==> config.mk <==
export PLATFORM = sky130hd
export DESIGN_NAME = led7seg_scan_decoder
export DESIGN_NICKNAME = d
export VERILOG_FILES = /design/src/rtl/led7seg_scan_decoder.sv
export SDC_FILE = /design/constraint.sdc
export NUM_CORES = 1
export LEC_CHECK = 0
export ABC_AREA = 0
export ABC_CLOCK_PERIOD_IN_PS = 2200
export BUFFER_PORTS_ARGS = -buffer_cell sky130_fd_sc_hd__buf_4
export CAP_MARGIN = 20
export CORE_MARGIN = 8
export CORE_UTILIZATION = 52
export CTS_CLUSTER_DIAMETER = 30
export DETAILED_ROUTE_END_ITERATION = 8
export GPL_ROUTABILITY_DRIVEN = 1
export GPL_TIMING_DRIVEN = 0
export PLACE_DENSITY_LB_ADDON = 0.1
export SKIP_LAST_GASP = 1
export SLEW_MARGIN = 10
export SYNTH_ARGS = -nofsm -noshare
export SYNTH_HDL_FRONTEND = slang
export SYNTH_SLANG_ARGS = --single-unit
==> constraint.sdc <==
create_clock -name clk -period 2.2 [get_ports clk]
set_clock_uncertainty 0.1 [all_clocks]
set_input_delay 0.44 -clock clk [delete_from_list [all_inputs] [get_ports clk]]
set_output_delay 0.44 -clock clk [all_outputs]
set_load 0.01 [all_outputs]
==> src/rtl/led7seg_scan_decoder.sv <==
`default_nettype none
// ============================================================================
// Module      : led7seg_scan_decoder
// Description : Snoops the multiplexed segment/anode lines of a 4-digit
//               common-anode 7-segment display and rebuilds the digit values.
//               All 11 lines are synchronised, the pair {an_in, seg_in} must
//               stay unchanged for STABLE_CYC cycles, and then a single
//               capture decodes the active-low segment pattern into the digit
//               slot selected by the one-hot-low anode vector.
// Ports       : clk          - system clock, rising edge
//               rst_n        - asynchronous reset, active-low
//               seg_in[6:0]  - segment lines, active-low, bit0 = a .. bit6 = g
//               an_in[3:0]   - anode enables, active-low, bit0 = digit 0
//               digits[15:0] - decoded values, digit i at [4i+3:4i]
//               digit_valid  - bit i set when digit i holds a decoded value
//               invalid_seg  - sticky per digit: last capture was unknown
//               frame_done   - 1-cycle pulse once all 4 digits were captured
//               timeout      - no capture for TIMEOUT_CYC cycles
// Revision    : 1.0 - initial release
// ============================================================================
module led7seg_scan_decoder #(
    parameter int STABLE_CYC  = 4,
    parameter int TIMEOUT_CYC = 1024
) (
    input  logic        clk,
    input  logic        rst_n,
    input  logic [6:0]  seg_in,
    input  logic [3:0]  an_in,
    output logic [15:0] digits,
    output logic [3:0]  digit_valid,
    output logic [3:0]  invalid_seg,
    output logic        frame_done,
    output logic        timeout
);

    localparam logic [1:0] c_ST_SETTLE  = 2'd0;
    localparam logic [1:0] c_ST_CAPTURE = 2'd1;
    localparam logic [1:0] c_ST_HOLD    = 2'd2;

    localparam logic [7:0] c_STABLE_LAST = 8'(STABLE_CYC - 1);

    localparam int                c_TMO_W    = $clog2(TIMEOUT_CYC + 1);
    localparam logic [c_TMO_W-1:0] c_TMO_MAX  = c_TMO_W'(TIMEOUT_CYC);
    localparam logic [c_TMO_W-1:0] c_TMO_LAST = c_TMO_W'(TIMEOUT_CYC - 1);

    // Input path: {an, seg} packed as [10:7] = an, [6:0] = seg.
    logic [10:0] sync1_q, sync2_q, prev_q;

    logic [1:0]  state_q, state_d;
    logic [7:0]  stab_cnt_q, stab_cnt_d;

    logic [15:0] digits_q, digits_d;
    logic [3:0]  valid_q, valid_d;
    logic [3:0]  invalid_q, invalid_d;
    logic [3:0]  seen_q, seen_d;
    logic        frame_done_q, frame_done_d;
    logic        timeout_q, timeout_d;
    logic [c_TMO_W-1:0] tmo_cnt_q, tmo_cnt_d;

    logic        w_equal;
    logic [3:0]  w_an_low;
    logic        w_onehot;
    logic [3:0]  w_sel;
    logic        w_capture;
    logic [3:0]  w_dec_val;
    logic        w_dec_known;

    assign w_equal   = (sync2_q == prev_q);
    assign w_an_low  = ~prev_q[10:7];
    assign w_onehot  = (w_an_low != 4'd0) && ((w_an_low & (w_an_low - 4'd1)) == 4'd0);
    // prev_q is the value that was proven stable, so the capture decodes it
    // rather than the live synchroniser output.
    assign w_sel     = w_onehot ? w_an_low : 4'd0;
    assign w_capture = (state_q == c_ST_CAPTURE);

    // Segment pattern decode (active-low, g..a).
    always_comb begin
        w_dec_val   = 4'h0;
        w_dec_known = 1'b1;
        case (prev_q[6:0])
            7'h40: w_dec_val = 4'h0;
            7'h79: w_dec_val = 4'h1;
            7'h24: w_dec_val = 4'h2;
            7'h30: w_dec_val = 4'h3;
            7'h19: w_dec_val = 4'h4;
            7'h12: w_dec_val = 4'h5;
            7'h02: w_dec_val = 4'h6;
            7'h78: w_dec_val = 4'h7;
            7'h00: w_dec_val = 4'h8;
            7'h10: w_dec_val = 4'h9;
            7'h7F: w_dec_val = 4'hF;
            default: begin
                w_dec_val   = 4'h0;
                w_dec_known = 1'b0;
            end
        endcase
    end

    // Stability FSM: one capture per stable window.
    always_comb begin
        state_d    = state_q;
        stab_cnt_d = stab_cnt_q;
        case (state_q)
            c_ST_SETTLE: begin
                if (!w_equal) begin
                    stab_cnt_d = 8'd0;
                end else if (stab_cnt_q == c_STABLE_LAST) begin
                    stab_cnt_d = 8'd0;
                    // Blanking or several anodes low settle into HOLD silently.
                    state_d    = w_onehot ? c_ST_CAPTURE : c_ST_HOLD;
                end else begin
                    stab_cnt_d = stab_cnt_q + 8'd1;
                end
            end
            c_ST_CAPTURE: begin
                // A change arriving during the capture cycle must not be lost,
                // since prev_q absorbs it on this very edge.
                state_d    = w_equal ? c_ST_HOLD : c_ST_SETTLE;
                stab_cnt_d = 8'd0;
            end
            c_ST_HOLD: begin
                if (!w_equal) begin
                    state_d    = c_ST_SETTLE;
                    stab_cnt_d = 8'd0;
                end
            end
            default: begin
                state_d    = c_ST_SETTLE;
                stab_cnt_d = 8'd0;
            end
        endcase
    end

    // Capture, frame tracking and timeout.
    always_comb begin
        digits_d     = digits_q;
        valid_d      = valid_q;
        invalid_d    = invalid_q;
        seen_d       = seen_q;
        frame_done_d = 1'b0;
        timeout_d    = timeout_q;
        tmo_cnt_d    = tmo_cnt_q;

        if (seen_q == 4'hF) begin
            seen_d       = 4'h0;
            frame_done_d = 1'b1;
        end

        if (w_capture) begin
            seen_d    = seen_d | w_sel;
            tmo_cnt_d = '0;
            timeout_d = 1'b0;
            for (int i = 0; i < 4; i++) begin
                if (w_sel[i]) begin
                    if (w_dec_known) begin
                        digits_d[4*i +: 4] = w_dec_val;
                        valid_d[i]         = 1'b1;
                        invalid_d[i]       = 1'b0;
                    end else begin
                        invalid_d[i]       = 1'b1;
                    end
                end
            end
        end else if (tmo_cnt_q != c_TMO_MAX) begin
            tmo_cnt_d = tmo_cnt_q + 1'b1;
            if (tmo_cnt_q == c_TMO_LAST) begin
                timeout_d = 1'b1;
                valid_d   = 4'h0;
                seen_d    = 4'h0;
            end
        end
    end

    always_ff @(posedge clk or negedge rst_n) begin
        if (!rst_n) begin
            sync1_q      <= 11'h7FF;
            sync2_q      <= 11'h7FF;
            prev_q       <= 11'h7FF;
            state_q      <= c_ST_SETTLE;
            stab_cnt_q   <= 8'd0;
            digits_q     <= 16'h0000;
            valid_q      <= 4'h0;
            invalid_q    <= 4'h0;
            seen_q       <= 4'h0;
            frame_done_q <= 1'b0;
            timeout_q    <= 1'b0;
            tmo_cnt_q    <= '0;
        end else begin
            sync1_q      <= {an_in, seg_in};
            sync2_q      <= sync1_q;
            prev_q       <= sync2_q;
            state_q      <= state_d;
            stab_cnt_q   <= stab_cnt_d;
            digits_q     <= digits_d;
            valid_q      <= valid_d;
            invalid_q    <= invalid_d;
            seen_q       <= seen_d;
            frame_done_q <= frame_done_d;
            timeout_q    <= timeout_d;
            tmo_cnt_q    <= tmo_cnt_d;
        end
    end

    assign digits      = digits_q;
    assign digit_valid = valid_q;
    assign invalid_seg = invalid_q;
    assign frame_done  = frame_done_q;
    assign timeout     = timeout_q;

endmodule
`default_nettype wire
# Word-level counts from Yosys, hierarchy flattened
# Index checks and enable logic that the tools add are counted.
classes:
  eq_ne: 25
  n_mux: 32
  bitwise_logic: 3
  addsub: 3
  n_reduce_logical: 22
ops:
  columns: ["cell", "n"]
  rows:
  - ["$pmux W4 S10", 1]
  - ["$mux W4", 8]
  - ["$eq A7 B7 Y1 const B", 4]
  - ["$mux W8", 3]
  - ["$mux W11", 2]
  - ["$eq A7 B5 Y1 const B", 3]
  - ["$pmux W8 S2", 1]
  - ["$reduce_and A4 Y1", 4]
  - ["$reduce_and A3 Y1", 5]
  - ["$eq A7 B6 Y1 const B", 2]
  - ["$ne A2 B2 Y1 const B", 7]
  - ["$add A11 B1 Y11 const B", 1]
  - ["$eq A11 B10 Y1 const B", 1]
  - ["$eq A11 B11 Y1", 1]
  - ["$mux W1", 11]
  - ["$ne A11 B11 Y1 const B", 1]
  - ["$reduce_or A11 Y1", 1]
  - ["$mux W2", 5]
  - ["$reduce_and A2 Y1", 5]
  - ["$add A8 B1 Y8 const B", 1]
  - ["$eq A8 B2 Y1 const B", 1]
  - ["$eq A7 B2 Y1 const B", 1]
  - ["$logic_not A7 Y1", 1]
  - ["$pmux W2 S3", 1]
  - ["other kinds (13)", 14]
totals:
  input_bits: 13
  out_inout_bits: 26
  reg_bits: 84
  word_cells: 106

# Longest topological paths before layout
logic_depth:
  depth_word: 9
  mapped_depth: 6
  mapped_depth_nobuf: 6

# Worst setup path before layout
# Ideal clock, no wire load.
synth_path:
  path_kind: "reg-to-reg"
  startpoint: "reg prev_q[3]"
  endpoint: "reg digits_q[1] (netlist: digits[1])"
  required_time_ns: 1.975
  setup_time_ns: 0.125
  synth_period_minus_slack_ns: 2.272
  stages_incl_launch_ff: 6
  setup_slack_ns: -0.072
  t_arrival_ns: 2.047
  n_path_buf: 1
  path_cell_list: "dfstp_2 -> clkbuf_1 -> or4bb_1 -> o32a_4 -> a41oi_4 -> mux2_4"
synth_between:
  elab_chain_len: 4
  elab_cells_between_ends: 15
  cone_classes: "10 x eq/ne; 2 x mux; 3 x reduce/logical"
synth_rtl:
  columns: ["element", "line", "source"]
  rows:
  - ["from (decl)", "47", "logic [10:0] sync1_q, sync2_q, prev_q;"]
  - ["from (signal assigned)", "191", "prev_q <= sync2_q;"]
  - ["$eq A7 B7 Y1 (tied with other cells)", "80", "case (prev_q[6:0])"]
  - ["$reduce_or A11 Y1 (no line)", null, null]
  - ["$mux W1", "80", null]
  - ["$reduce_and A3 Y1 (no line)", null, null]
  - ["to (signal assigned)", "194", "digits_q <= digits_d;"]
  - ["to (decl)", "52", "logic [15:0] digits_q, digits_d;"]
# Parallel ways exist; a longest one is shown, timed or not.
# A chain may end at the register's enable or synchronous reset.

# Worst setup path in the final report
layout_path:
  startpoint: "reg prev_q[1]"
  endpoint: "reg digits_q[5] (netlist: digits[5])"
# Same word-level chain as after synthesis.

==> metrics.md <==
| Metric | Value |
|---|---|
| Initial antenna violation count | `0` |
| CTS tree | `yes` |
| Post-synth EDFFs | `0` |
| Layout Cells excl Fill | `423` |
| Crit Path Max Fanout | `6` |
| 1st-iter DRT viols | `77` |
| Slack of the critical path | `-0.03993 ns` |
| PwrDens | `between 600 and 700 mW/mm2` |
| # IOs | `39` |
| Synthesized flop and latch total | `84` |
| CP endpoint kind | `register` |
| Post-route ant nets | `0` |
| CTS Sinks | `84` |
| Initial DRT Pass Iterations | `4` |
| Async set-reset flop share out of synthesis | `100.0%` |
| Cts bufs inserted | `9` |
| Failing checks | `negative setup slack` |
| Endpoints failing setup | `7` |
| Top FF cell, synth | `dfrtp_1` |
| Routed vias/inst | `5.414` |
| Total chip power | `0.002882 W` |
| Area contributors post-synth | `dfrtp_1 36%, dfstp_2 24%, xor2_1 5.1%, a41oi_4 3.1%, nor2_1 2.6%` |
| Worst VDD drop | `0.5047 mV` |
| Die span in x | `between 90 and 100 um` |
| H-tree depth | `3` |
| Critical-path top delay cell | `dfstp_2` |
| CP top delay family | `compound AO/OA/AOI/OAI gates` |
| P&R area growth vs syn | `22.24%` |
| Yosys top cell area share | `35.50%` |
| Worst-skew pair later-pin latency | `0.36 ns` |
| Die area | `0.009830 mm2` |
| Setup_tns | `-0.1277 ns` |
| Seq/Total Area, Yosys | `59.62%` |
| Die Y | `~100 um` |
| Worst path required time | `around 2.3 ns` |
| Crit path buf inv count | `0` |
| Vias in the first global route | `2292` |
| Nets@finish | `roughly 350` |
| Leakage | `1.970 nW` |
| Total GRT Usage | `14.09%` |
| Syn nets | `approximately 290` |
| CTS max path bufs | `2` |
| Maximum number of pins on one net before global-route repair | `85` |
| Fin util | `between 60% and 70%` |
| GP Congestion | `just under 0.8` |
| Status | `finished with violations` |
| Synth warn | `0` |
| Pre-CTS WS | `-0.2060 ns` |
| DRT Wirelength | `~6.5 mm` |
| Share of cells above drive strength 1 | `39.07%` |
| Slew margin rel. | `57.29%` |
| Via count | `2290` |
| Gr ovfl total | `0` |
| Port bufs | `38` |
| Clock slew at reported path FFs | `0.09 ns` |
| Worst setup path class | `register to register` |
| Slew @ Worst Pin | `0.6323 ns` |
| Crit share post-route | `101.8%` |
| # rows | `30` |
| Worst Setup Start Kind | `register` |
| First-pass GRT wire length | `11.07 mm` |
| Fillcell total | `526` |
| Hold Path Class | `input port to register` |
| Synth cell types | `53` |
| Mean Syn Cell Area | `12.98 um2` |
| Critical-path cell list | `or4b_4, o32a_4, a41oi_4, mux2_4` |
| Max stage delay on crit path | `0.55 ns` |
| Core area | `0.006756 mm2` |
| Root Driver | `clkbuf_8` |
| Most common cell in the netlist | `dfrtp_1` |
| Final-report hold violation count | `0` |
| Cells after Synth | `277` |
| Max_cap viols | `0` |
| Initial core utilization | `around 53%` |
| Max Fclk | `about 450 MHz` |
| Commonest cells in the netlist | `51 x dfrtp_1, 33 x dfstp_2, 25 x nor2_1, 21 x xor2_1, 14 x nand2_1` |
| Inst Count DP | `395` |
| Unrepaired setup endpoints after global routing | `yes` |
| Hpwl dp | `~4.3 mm` |
| Wirelength per Cell | `about 15 um` |
| CP arrival | `2.38 ns` |
| Min cycle time layout | `2.240 ns` |
| # diodes | `0` |
| Leading area contributor after synthesis | `dfrtp_1` |
| Slew Viols, Final | `0` |
| Mapped cell area | `around 0.0036 mm2` |
| DRC violations left | `0` |
## sequential cells by signal (all words and copies together), names as in the netlist
signal	count
prev_q	11
digits	16
state_q	2
seen_q	4
timeout	1
stab_cnt_q	8
invalid_seg	4
digit_valid	4
frame_done	1
tmo_cnt_q	11
sync1_q	11
sync2_q	11
## report_power, final
part	switching (W)	leakage [nW]	internal (W)
Clock	0.000587	0.107	0.000545
Combinational	0.0000715	0.818	0.0000523
Sequential	0.0000264	1.05	0.00160
Total	0.000685	1.97	0.00220
## area by class of cell
class / instances / area, um2 / area share (%)
Buffer: 3 / 18.77 / 0.4271
Clock buffer: 9 / 123.9 / 2.819
Clock inverter: 7 / 81.33 / 1.851
Inverter: 9 / 33.78 / 0.7688
Multi-Input combinational cell: 177 / 1465 / 33.34
Timing Repair Buffer: 54 / 427.9 / 9.738
Tap cell: 80 / 100.1 / 2.278
Sequential cell: 84 / 2143 / 48.78
## path summary, 6_finish.rpt
path	to	slack (ns)	start	cells after the start
setup / recovery	digits[5]$_DFFE_PN0P_	-0.04	prev_q[1]$_DFF_PN1_	4
hold / removal	sync1_q[3]$_DFF_PN1_	0.08	seg_in[3]	1
setup reg to reg	digits[5]$_DFFE_PN0P_	-0.04	prev_q[1]$_DFF_PN1_	4
hold reg to reg	sync2_q[9]$_DFF_PN1_	0.26	sync1_q[9]$_DFF_PN1_	0
max in group asynchronous	sync2_q[8]$_DFF_PN1_	0.91	rst_n	3
min in group asynchronous	digits[2]$_DFFE_PN0P_	0.45	rst_n	2
## cells by family after synthesis
group	Yosys count	share of synthesized area [%]
AOI/OAI and AO/OA	36	10.44
xor gates and xnor gates	26	6.335
adders and majority gates	3	1.044
buffers and inverters	16	1.949
DFF	84	59.62
muxes	15	4.943
and+or+nand+nor	97	15.66
## what timing repair did
action,in CTS,in global routing
pin swaps,6,2
setup endpoints to repair,22,21
hold buffers,0,1
buffers inserted,13,1
resized for setup,7,8
hold endpoints to repair,0,29
## through the flow
step	cell area, um2	hold WS [ns]
after detailed placement	3981	0.2468
after global routing	4394	0.05620
after floorplan	3596	0.04441
final	4394	0.08323
after global placement	3981	0.2453
after CTS	4317	0.07272
## cell usage in the layout, fill, tap and decap left out, drive strengths merged, types with 7 or more instances in the layout
| master | netlist | routed |
|---|---|---|
| nor2b | 8 | 8 |
| dfrtp | 51 | 51 |
| clkbuf | 4 | 11 |
| mux2 | 13 | 13 |
| nand2 | 14 | 14 |
| nor2 | 25 | 25 |
| inv | 9 | 13 |
| buf | 3 | 54 |
| dfstp | 33 | 33 |
| xor2 | 21 | 21 |
| a21oi | 7 | 7 |
## per-layer routing
metal | global-route usage (%) | up-vias | wire length (um)
met5 | 0 | - | 0
met4 | 6.286 | 0 | 115
met3 | 4.120 | 8 | 266
met2 | 20.37 | 39 | 2855
met1 | 19.13 | 1136 | 3221
li1 | - | 1107 | -
Note: power is estimated with default switching activity, not from simulation.
